## src/rtl/mem_port_arbiter.sv

```systemverilog
// Three-way arbiter (LD > DM > IF) onto one synchronous memory port, with LD lock and IF anti-starvation.
// Grant and memory controls are combinational; responses return exactly one cycle after the grant.
module mem_port_arbiter #(
  parameter int AW      = 10,
  parameter int DW      = 32,
  parameter int MAX_RUN = 3
) (
  input  logic            clk1,
  input  logic            rst,
  input  logic [2:0]      req,
  input  logic [2:0]      we,
  input  logic [3*AW-1:0] addr,
  input  logic [3*DW-1:0] wdata,
  input  logic            ld_lock,
  output logic [2:0]      gnt,
  output logic [2:0]      rvalid,
  output logic [DW-1:0]   rdata,
  output logic            locked,
  output logic            mem_en,
  output logic            mem_we,
  output logic [AW-1:0]   mem_addr,
  output logic [DW-1:0]   mem_wdata,
  input  logic [DW-1:0]   mem_rdata
);

  localparam int CW = (MAX_RUN < 1) ? 1 : $clog2(MAX_RUN + 1);

  logic [CW-1:0] starve_q, starve_d;
  logic          locked_q, locked_d;
  logic [2:0]    rvalid_q;
  logic [2:0]    grant;
  logic          starved;
  logic          unused_we2;

  // IF is read-only, so its write enable never reaches the memory.
  assign unused_we2 = we[2];
  assign starved    = req[2] && (starve_q == CW'(MAX_RUN));

  always_comb begin
    grant = 3'b000;
    if (locked_q)     grant = {2'b00, req[0]};
    else if (req[0])  grant = 3'b001;
    else if (starved) grant = 3'b100;
    else if (req[1])  grant = 3'b010;
    else if (req[2])  grant = 3'b100;
  end

  always_comb begin
    mem_addr  = addr[2*AW +: AW];
    mem_wdata = wdata[2*DW +: DW];
    if (grant[0]) begin
      mem_addr  = addr[0 +: AW];
      mem_wdata = wdata[0 +: DW];
    end else if (grant[1]) begin
      mem_addr  = addr[AW +: AW];
      mem_wdata = wdata[DW +: DW];
    end
  end

  assign gnt    = grant;
  assign mem_en = (|grant) & ~rst;
  assign mem_we = (grant[0] & we[0]) | (grant[1] & we[1]);

  always_comb begin
    starve_d = starve_q;
    locked_d = locked_q;
    if (grant[0]) locked_d = ld_lock;
    // Only DM grants count as denials; a loss to LD or a lock does not.
    if (!locked_q) begin
      if (grant[2] || !req[2])
        starve_d = '0;
      else if (grant[1] && (starve_q != CW'(MAX_RUN)))
        starve_d = starve_q + 1'b1;
    end
  end

  always_ff @(posedge clk1 or posedge rst) begin
    if (rst) begin
      starve_q <= '0;
      locked_q <= 1'b0;
      rvalid_q <= 3'b000;
    end else begin
      starve_q <= starve_d;
      locked_q <= locked_d;
      rvalid_q <= grant;
    end
  end

  assign rvalid = rvalid_q;
  assign locked = locked_q;
  assign rdata  = (|rvalid_q) ? mem_rdata : '0;

endmodule

```

## config.mk

```make
export PLATFORM = sky130hd
export DESIGN_NAME = mem_port_arbiter
export DESIGN_NICKNAME = d
export VERILOG_FILES = /design/src/rtl/mem_port_arbiter.sv
export SDC_FILE = /design/constraint.sdc
export NUM_CORES = 1
export LEC_CHECK = 0
export BUFFER_PORTS_ARGS = -buffer_cell sky130_fd_sc_hd__buf_4
export CAP_MARGIN = 40
export CORE_AREA = 2 2 98 100
export DETAILED_ROUTE_END_ITERATION = 16
export DIE_AREA = 0 0 100 102
export GPL_ROUTABILITY_DRIVEN = 0
export PLACE_DENSITY = 0.56
export SETUP_SLACK_MARGIN = 0.2
export SKIP_LAST_GASP = 1
export SYNTH_ARGS = -nofsm -noshare
export SYNTH_HDL_FRONTEND = slang
export SYNTH_SLANG_ARGS = --single-unit
```

## constraint.sdc

```tcl
create_clock -name clk1 -period 1.3 [get_ports clk1]
set_input_delay 0.065 -clock clk1 [delete_from_list [all_inputs] [get_ports clk1]]
set_output_delay 0.065 -clock clk1 [all_outputs]
set_load 0.02 [all_outputs]
```

==> reports/results.tsv, run 1 <==
stage	metric	value	unit
outcome	outcome	finished, violations left	
outcome	violations	negative setup slack	
sta	hold_ws	0.05252	ns
global_route	grtUsageTotal	14.51	%
cells_and_area	ff_latch_area	153.9	sq um
synthesis	synth_cell_type_count	21	
sta	finalHoldViolations	0	
setup_path	cpPeakStageDelay	0.37	ns
clock_network	cts_sinks	6	
synthesis	syn_inst	164	
cells_and_area	fillCellCount	871	
synthesis	yosysSeqAreaShare	11.68	%
cells_and_area	area_growth	215.6	%
placement	io_buffers	248	
placement	place_ws	-0.2196	ns
synthesis	syn-cell-area	1285	sq um
clock_network	tritoncts	yes	
hold_path	hold_class	input port to flop	
sta	grt_setup_unrepaired	yes	
floorplanning	row_count	35	
setup_path	cp-start-kind	flop	
synthesis	synth_top_flop_cell	dfrtp_1	
synthesis	ys_ff_latch	6	
synthesis	synthTopCellsByArea	a221o_1 33%, and2_1 20%, nor2b_1 16%	
cells_and_area	final_cells	539	
floorplanning	dieArea	10200	sq um
clock_network	htree_levels	1	
setup_path	slowest_stage	dfrtp_1	
clock_network	max-clock-path-buffers	2	
cells_and_area	multi_input_area	1256	sq um
sta	min_period	1.715	ns
synthesis	synth-async-reset-ratio	100.0	%
power	peakVddDrop	0.2226	mV
sta	worst_pin_slew	0.2611	ns
route	vias_per_cell	4.384	
route	drc	0	
sta	max-slew-margin-rel	82.58	%
route	vias	2363	
placement	dp_cells	516	
synthesis	ys_warn_count	0	
route	first_pass_iters	4	
synthesis	synthesis.nets	332	
sta	max_freq	583.2	MHz
synthesis	synth_top_area_cell	a221o_1	
synthesis	synth.top_cells.by_count	42 x a221o_1, 42 x and2_1, 33 x nor2b_1, 8 x clkbuf_1, 6 x dfrtp_1	
sta	setup_viol	77	
sta	slew_viol_final	0	
setup_path	criticalPathCategory	flop to primary output	
sta	setup_ws	-0.4147	ns
floorplanning	ios	250	
sta	finalCritPeriodShare	131.9	%
synthesis	avgSynthCellArea	7.835	sq um
global_route	grt_pass1_wl	11740	um
setup_path	cp_cell_sequence	ha_2, nand2_2, a31oi_4, buf_12, a221o_1, buf_4	
sta	tns	-23.79	ns
power	p_leak	0.002095	uW
clock_network	clk_latency	0.23	ns
cells_and_area	drive_gt1_share	74.77	%
route	totalWireLength	8602	um
setup_path	path_max_fanout	23	
global_route	grt_pass1_vias	2361	
floorplanning	coreArea	9109	sq um
clock_network	clk_pin_slew	0.04	ns
sta	fin_worst_skew	0.0001943	ns
flow_run	cap_viol_max_count	0	
cells_and_area	utilization	44.52	%
clock_network	cts_inserted_buffers	3	
global_route	grt_antenna_before_repair	0	
route	ant_nets	0	
route	post_drt_wl_per_cell	15.96	um
global_route	grt_max_degree	24	
setup_path	end_kind	primary output	
route	drt_first_iter_violations	36	
floorplanning	start_util	14.11	%
power	power_density	570.1	nW/um^2
clock_network	root_buffer	clkbuf_8	
placement	hpwl	6823	um
global_route	grt_remaining_overflow	0	
floorplanning	fp.dieW	100	um
synthesis	synth_top_area_share	32.72	%
cells_and_area	antennaDiodeCount	0	
cells_and_area	fin_nets	597	
setup_path	critPathArrivalTime	1.65	ns
setup_path	cp.required	1.24	ns
floorplanning	die_y	102	um
synthesis	synth-edff-count	0	
==> through the flow <==
| step | power (uW) | cell area (sq um) |
|---|---|---|
| finish | 2312 | 4055 |
| global route | 2447 | 4055 |
| CTS | 2213 | 3830 |
| detailed placement | 1690 | 3406 |
| global placement | 1682 | 3406 |
| floorplan | 895.2 | 1399 |
==> registers in the layout (all words and copies together), names as in the netlist <==
signal,cells
locked,1
rvalid,3
starve_q,2
==> critical path, delay by kind of cell, from the launching register on <==
family | cells | cell delay (ns)
compound gates | 2 | 0.43
fa+ha+maj | 1 | 0.19
buf+inv | 2 | 0.34
flops | 1 | 0.37
simple gates | 1 | 0.08
==> routing by layer <==
layer / wire [um] / track usage [%] / vias up
li1: - / - / 1142
met1: 2817 / 14.56 / 1053
met2: 4764 / 29.42 / 154
met3: 806 / 3.146 / 14
met4: 214 / 4.847 / 0
met5: 0 / 0 / -
==> power breakdown <==
| group | switching (uW) | internal (uW) |
|---|---|---|
| Sequential | 11.9 | 200 |
| Combinational | 745 | 1050 |
| Clock | 90.3 | 212 |
| Total | 847 | 1460 |
==> final timing paths <==
kind	start	to	slack, ns	depth (start not counted)
max	starve_q[1]	mem_wdata[17]	-0.41	6
min	ld_lock	locked	0.05	3
max reg2reg	starve_q[1]	starve_q[0]	0.16	4
min reg2reg	starve_q[1]	starve_q[1]	0.49	2
max in group asynchronous	rst	locked	0.73	3
min in group asynchronous	rst	starve_q[1]	0.34	3
==> cell families after synthesis <==
group,count (synthesis),share of synthesized area [%]
adders and majority gates,1,0.9736
and+or+nand+nor,85,40.41
DFF,6,11.68
AOI/OAI and AO/OA,50,36.90
buffers and inverters,22,10.03
==> layout by cell type, fill, tap and decap left out, types with 3 or more instances in the layout <==
master	instances
clkbuf_8	3
nor2b_4	27
inv_1	3
buf_6	45
dfrtp_2	3
buf_16	4
buf_4	219
dfrtp_1	3
nand2_1	4
nor2b_1	6
and2_1	42
buf_12	8
o21ai_0	3
a221o_1	42
==> layout make-up <==
| cell class | count | share of cell area (%) |
|---|---|---|
| Timing Repair Buffer | 278 | 60.32 |
| Sequential cell | 6 | 3.795 |
| Clock buffer | 4 | 1.111 |
| Multi-Input combinational cell | 136 | 30.98 |
| Tap cell | 111 | 3.425 |
| Inverter | 4 | 0.3703 |
==> what timing repair did <==
action,4_1_cts,5_1_grt
endpoints found under the hold margin,6,0
endpoints found under the setup margin,81,81
setup buffers,9,5
gates resized for setup,46,42
hold buffers,1,0
gates cloned,4,0
pin swaps,5,3
(Power assumes the default switching activity.)
==> run 2: changes to the inputs <==
- ABC_AREA: unset -> 1
- CORE_AREA: 2 2 98 100 -> 2 2 96 98
- DIE_AREA: 0 0 100 102 -> 0 0 98 100
- PLACE_DENSITY: 0.56 -> 0.61
==> reports/results.tsv, run 2 <==
stage	metric	value	unit	change
cells_and_area	fin_nets	717		+20%
clock_network	tritoncts	yes		
clock_network	cts_inserted_buffers	3		unchanged
power	p_int	1412	uW	-3.6%
power	finalPower	2445	uW	+5.7%
floorplanning	coreArea	8890	sq um	-2.4%
cells_and_area	design_area	4971	sq um	+23%
setup_path	critPathArrivalTime	1.52	ns	-0.13 ns
placement	dpl_cell_area	4370	sq um	+28%
cells_and_area	utilization	55.92	%	+11 points
synthesis	synth.top_cells.by_count	86 x nand3_1, 50 x nand2_1, 43 x nand4_1, 38 x inv_1, 34 x nor2_1		
power	power_density	491.8	nW/um^2	-14%
hold_path	min_path_cells	3		unchanged
power	power_frac_comb	79.6	%	+1.8 points
synthesis	syn_inst	295		+80%
synthesis	yosysMostFrequentCell	nand3_1		
sta	min_period	1.581	ns	-0.1335 ns
setup_path	rrSetupSlack	0.13	ns	-0.03 ns
synthesis	avgSynthCellArea	5.285	sq um	-33%
sta	max_freq	632.4	MHz	+8.4%
clock_network	cts_sinks	6		unchanged
global_route	grt_max_degree	40		+67%
route	totalWireLength	9755	um	+13%
sta	finalCritPeriodShare	121.6	%	-10 points
floorplanning	die_y	100	um	-2.0%
sta	setup_ws	-0.2812	ns	+0.1335 ns
hold_path	hold_start	ld_lock		
setup_path	reg2reg_depth	5		+1
cells_and_area	final_common_cell	buf_4		
clock_network	clk_latency	0.22	ns	about the same
global_route	grtUsageTotal	18.26	%	+3.7 points
floorplanning	start_util	17.54	%	+3.4 points
power	p_leak	0.002551	uW	+22%
route	ant_nets	0		unchanged
synthesis	ys_ff_latch	6		unchanged
route	drt_first_iter_violations	60		+67%
sta	max-slew-margin-rel	70.47	%	-12 points
setup_path	end_kind	primary output		
flow_run	cap_viol_max_count	0		unchanged
power	switching_share	42.23	%	+5.6 points
synthesis	syn-cell-area	1559	sq um	+21%
power	seq_power_share	8.7	%	-0.5 points
sta	setup_viol	78		+1.3%
synthesis	synth_top_area_cell	nand3_1		
synthesis	synth-async-reset-ratio	100.0	%	unchanged
cells_and_area	final_cell_mix	230 x buf_4, 48 x nand2_1, 43 x nand4_1		
synthesis	synth-edff-count	0		unchanged
outcome	outcome	finished, violations left		
sta	worst_pin_slew	0.4430	ns	+0.1819 ns
synthesis	synthTopCellsByArea	nand3_1 28%, nand4_1 17%, nand2_1 12%		
global_route	grt_antenna_before_repair	0		unchanged
synthesis	synthesis.nets	463		+39%
outcome	violations	negative setup slack		
sta	finalHoldViolations	0		unchanged
setup_path	regToRegStartpoint	locked		
cells_and_area	drive_gt1_share	74.27	%	-0.50 points
clock_network	clk_pin_slew	0.04	ns	about the same
sta	fin_worst_skew	0.004304	ns	+0.004110 ns
route	vias_per_cell	4.788		+9.2%
power	pwr-share-clk	11.7	%	-1.4 points
synthesis	yosysSeqAreaShare	9.631	%	-2.1 points
setup_path	timing.rr.end	starve_q[1]		
synthesis	ys_warn_count	0		unchanged
global_route	grt_pass1_vias	3245		+37%
cells_and_area	area_growth	218.9	%	
clock_network	htree_levels	1		unchanged
power	switchingPower	1032	uW	+22%
global_route	grt_remaining_overflow	0		unchanged
hold_path	hold_class	input port to flop		
clock_network	root_buffer	clkbuf_8		
cells_and_area	antennaDiodeCount	0		unchanged
placement	place_ws	-0.07124	ns	+0.1483 ns
synthesis	synth_top_flop_cell	dfrtp_1		
route	post_drt_wl_per_cell	14.80	um	-7.2%
setup_path	criticalPathCategory	flop to primary output		
setup_path	path_max_fanout	22		-4.3%
synthesis	synth_top_area_share	27.61	%	-5.1 points
floorplanning	ios	250		unchanged
setup_path	cp-start-kind	flop		
hold_path	min_to	locked		
placement	io_buffers	248		unchanged
floorplanning	dieArea	9800	sq um	-3.9%
cells_and_area	largest_reg_flops	3		unchanged
sta	slew_viol_final	0		unchanged
route	first_pass_iters	4		unchanged
floorplanning	fp.dieW	98	um	-2.0%
synthesis	synth_cell_type_count	18		-14%
setup_path	cp.required	1.24	ns	about the same
route	drc	0		unchanged
floorplanning	row_count	35		unchanged
placement	hpwl	7202	um	+5.5%
clock_network	max-clock-path-buffers	2		unchanged
sta	grt_setup_unrepaired	yes		
cells_and_area	fillCellCount	773		-11%
route	vias	3155		+34%
global_route	grt_pass1_wl	15010	um	+28%
power	peakVddDrop	0.2527	mV	+14%
## run 2: changes by cell type in the layout (fill, tap and decap cells not counted), sizes merged, moves of 2 or more
cell | previous run | this run
nand4 | 0 | 43
and2 | 42 | 0
nand3 | 1 | 87
nor2 | 2 | 35
inv | 4 | 39
nand2 | 5 | 50
nor2b | 33 | 0
a221o | 42 | 0
o21ai | 4 | 2
## run 2: cells by family (layout without fill, tap and decap cells)
family | Yosys count | count (layout) | share of synthesized area, %
AO/OA/AOI/OAI | 3 | 3 | 1.124
adder cells (fa/ha/maj) | 1 | 1 | 0.8024
buffers and inverters | 69 | 322 | 20.30
flip-flops | 6 | 6 | 9.631
AND/OR/NAND/NOR | 216 | 216 | 68.14
## run 2: area by class of cell
class                           instances  area (sq um)  share of cell area, %
Clock buffer                            4         45.04                 0.9061
Inverter                               39         146.4                  2.945
Multi-Input combinational cell        220          2085                  41.93
Sequential cell                         6         151.4                  3.046
Tap cell                              111         138.9                  2.794
Timing Repair Buffer                  279          2405                  48.38
## run 2: worst max path at each step
stage | startpoint | endpoint | cells past startpoint
global placement | starve_q[1] | mem_addr[7] | 7
finish | starve_q[1] | mem_addr[6] | 7
floorplan | starve_q[0] | mem_addr[1] | 6
CTS | starve_q[1] | mem_addr[6] | 7
detailed placement | starve_q[1] | mem_addr[6] | 7
global route | starve_q[1] | mem_addr[2] | 7
## run 2: metrics by stage
step           cells  hold WS (ns)  TNS, ns
4_1_cts          655       0.06378   -16.10
2_1_floorplan    295       -0.1358        0
5_1_grt          659       0.09361   -19.75
6_report         659       0.06385   -14.39
3_3_place_gp     644      0.007572   -1.118
3_5_place_dp     644      0.009343   -2.017
## run 2: power by group through the flow
stage | clock [uW] | combinational [uW] | sequential [uW]
after floorplan | 0 | 835 | 222
after global placement | 0 | 1680 | 213
after detailed placement | 0 | 1690 | 214
after CTS | 291 | 1880 | 212
after global routing | 317 | 2070 | 214
final | 286 | 1950 | 213
## run 2: worst max-delay path, cell delays in order, from the launching register on
cell and delay (ns):
dfrtp_1 0.40, ha_4 0.18, nand2_4 0.09, nand3_4 0.11
buf_12 0.19, nand3_2 0.09, nand3_4 0.06, buf_4 0.16
## run 2: routing by layer
metal	routed length [um]	vias up	global-route usage (%)	part of all wire, %
met5	0	-	0	0
met4	115	0	4.060	1.2
met3	756	10	3.691	7.7
met2	5552	158	36.41	57
met1	3330	1479	19.67	34
li1	-	1508	-	-
## run 2: what timing repair did
action	in CTS	in global routing
endpoints found under the setup margin	79	82
setup buffers	3	4
gates resized for setup	71	38
pin swaps	2	5
hold buffers	1	0
endpoints found under the hold margin	6	0
gates cloned	3	0
==> run 3: changes to the inputs <==
- clock period: 1.3 -> 1.4 ns (I/O delays scaled with it)
==> reports/results.tsv, run 3 (same netlist as run 2, synthesis figures left out) <==
stage	metric	value	unit	change
power	peakVddDrop	0.2219	mV	-12%
cells_and_area	final_cell_mix	220 x buf_4, 47 x buf_6, 46 x nand2_1		
sta	finalCritPeriodShare	115.3	%	
cells_and_area	design_area	4532	sq um	-8.8%
floorplanning	ios	250		unchanged
floorplanning	fp.dieW	98	um	unchanged
cells_and_area	drive_gt1_share	67.58	%	-6.7 points
power	finalPower	2148	uW	-12%
clock_network	clk_latency	0.22	ns	about the same
route	vias	3129		-0.82%
flow_run	cap_viol_max_count	0		unchanged
sta	setup_ws	-0.2144	ns	+0.06680 ns
setup_path	cp-start-kind	flop		
setup_path	cp.required	1.33	ns	+0.09 ns
global_route	grt_antenna_before_repair	0		unchanged
global_route	grt_remaining_overflow	0		unchanged
setup_path	crit_family	flip-flops		
placement	dpl_cell_area	3784	sq um	-13%
sta	fin_worst_skew	0.004050	ns	-0.0002547 ns
global_route	grtUsageTotal	17.36	%	-0.90 points
placement	io_buffers	248		unchanged
cells_and_area	fin_nets	718		+0.14%
global_route	grt_max_degree	43		+7.5%
setup_path	end_kind	primary output		
sta	grt_setup_unrepaired	yes		
floorplanning	coreArea	8890	sq um	unchanged
sta	worst_pin_slew	0.2648	ns	-0.1782 ns
sta	slew_viol_final	0		unchanged
setup_path	cpPeakStageDelay	0.41	ns	about the same
route	first_pass_iters	4		unchanged
route	drc	0		unchanged
clock_network	clk_pin_slew	0.04	ns	about the same
setup_path	critPathArrivalTime	1.54	ns	+0.02 ns
cells_and_area	largest_reg_flops	3		unchanged
route	vias_per_cell	4.741		-0.97%
sta	max_freq	619.4	MHz	
global_route	grt_pass1_vias	2995		-7.7%
route	totalWireLength	9410	um	-3.5%
floorplanning	row_count	35		unchanged
power	switching_share	41.24	%	-0.98 points
hold_path	hold_class	input port to flop		
power	pwr-share-clk	12.7	%	+1.0 points
cells_and_area	area_growth	190.7	%	
clock_network	cts_inserted_buffers	3		unchanged
global_route	grt_pass1_wl	14340	um	-4.5%
sta	setup_viol	69		-12%
clock_network	tritoncts	yes		
clock_network	htree_levels	1		unchanged
cells_and_area	antennaDiodeCount	0		unchanged
floorplanning	start_util	17.54	%	unchanged
setup_path	criticalPathCategory	flop to primary output		
sta	max-slew-margin-rel	82.29	%	+12 points
power	p_int	1262	uW	-11%
setup_path	worst-path-buf-inv	2		unchanged
route	ant_nets	0		unchanged
outcome	outcome	finished, violations left		
cells_and_area	final_common_cell	buf_4		
power	power_frac_comb	78.0	%	-1.6 points
power	p_leak	0.002466	uW	-3.3%
power	seq_power_share	9.3	%	+0.6 points
outcome	violations	negative setup slack		
setup_path	slowest_stage	dfrtp_1		
placement	hpwl	6795	um	-5.6%
setup_path	cp_cell_sequence	ha_4, nand2_4, nand3_4, buf_12, nand3_1, nand3_2, buf_4		
route	post_drt_wl_per_cell	14.26	um	-3.7%
route	drt_first_iter_violations	68		+13%
power	switchingPower	886.0	uW	-14%
floorplanning	dieArea	9800	sq um	unchanged
clock_network	root_buffer	clkbuf_8		
sta	tns	-9.541	ns	+4.844 ns
cells_and_area	fillCellCount	847		+9.6%
setup_path	path_max_fanout	19		-14%
sta	finalHoldViolations	0		unchanged
sta	min_period	1.614	ns	
floorplanning	die_y	100	um	unchanged
clock_network	max-clock-path-buffers	2		unchanged
clock_network	cts_sinks	6		unchanged
power	power_density	474.0	nW/um^2	-3.6%
-- run 3: cell types whose count changed in the layout (fill, tap and decap cells not counted), sizes merged --
cell | before | now
buf | 278 | 279
-- run 3: final timing paths --
path,from,end,slack (ns),cells past startpoint
max in group asynchronous,rst,locked,0.82,3
min in group asynchronous,rst,starve_q[1],0.35,3
hold / removal,ld_lock,locked,0.08,3
hold reg to reg,starve_q[1],starve_q[1],0.53,2
setup reg to reg,starve_q[0],rvalid[1],0.12,7
setup / recovery,starve_q[0],mem_wdata[17],-0.21,7
-- run 3: tightest hold or removal path: cells and delay by family --
kind	cells	cell delay (ns)
buffers and inverters	1	0.08
AND/OR/NAND/NOR	2	0.11
-- run 3: what timing repair did --
| action | CTS | global route |
|---|---|---|
| setup buffers | 11 | 3 |
| endpoints found under the hold margin | 6 | 0 |
| pin swaps | 1 | 3 |
| resized for setup | 85 | 43 |
| endpoints found under the setup margin | 79 | 81 |
| hold buffers | 1 | 0 |
| gates cloned | 3 | 0 |
-- run 3: metrics by stage --
| step | cells | util [%] | setup slack, ns | hold WS (ns) |
|---|---|---|---|---|
| global route | 660 | 50.98 | -0.2991 | 0.1097 |
| floorplan | 295 | - | 0.2036 | -0.1308 |
| global placement | 638 | 42.56 | -0.0001751 | 0.01093 |
| CTS | 657 | 48.61 | -0.2089 | 0.07591 |
| finish | 660 | 50.98 | -0.2144 | 0.07526 |
| detailed placement | 638 | 42.56 | -0.001012 | 0.01476 |
-- run 3: cell type report --
type	count	area, sq um	area share [%]
clock buffers	4	45.04	0.9939
inverters	39	148.9	3.285
multi-input cells	220	1594	35.17
flip-flops and latches	6	151.4	3.341
well taps	111	138.9	3.065
repair buffers	280	2454	54.14
-- run 3: power by group through the flow --
stage	clock (uW)	sequential (uW)	combinational, uW
3_3_place_gp	0	199	1370
2_1_floorplan	0	205	627
4_1_cts	278	196	1600
3_5_place_dp	0	199	1380
6_report	273	199	1680
5_1_grt	300	200	1790
-- run 3: per-layer routing --
| metal | part of all wire [%] | up-vias | track usage (%) |
|---|---|---|---|
| li1 | - | 1505 | - |
| met4 | 0.69 | 0 | 2.564 |
| met5 | 0 | - | 0 |
| met2 | 56 | 155 | 34.72 |
| met3 | 7.7 | 6 | 3.343 |
| met1 | 36 | 1463 | 19.24 |
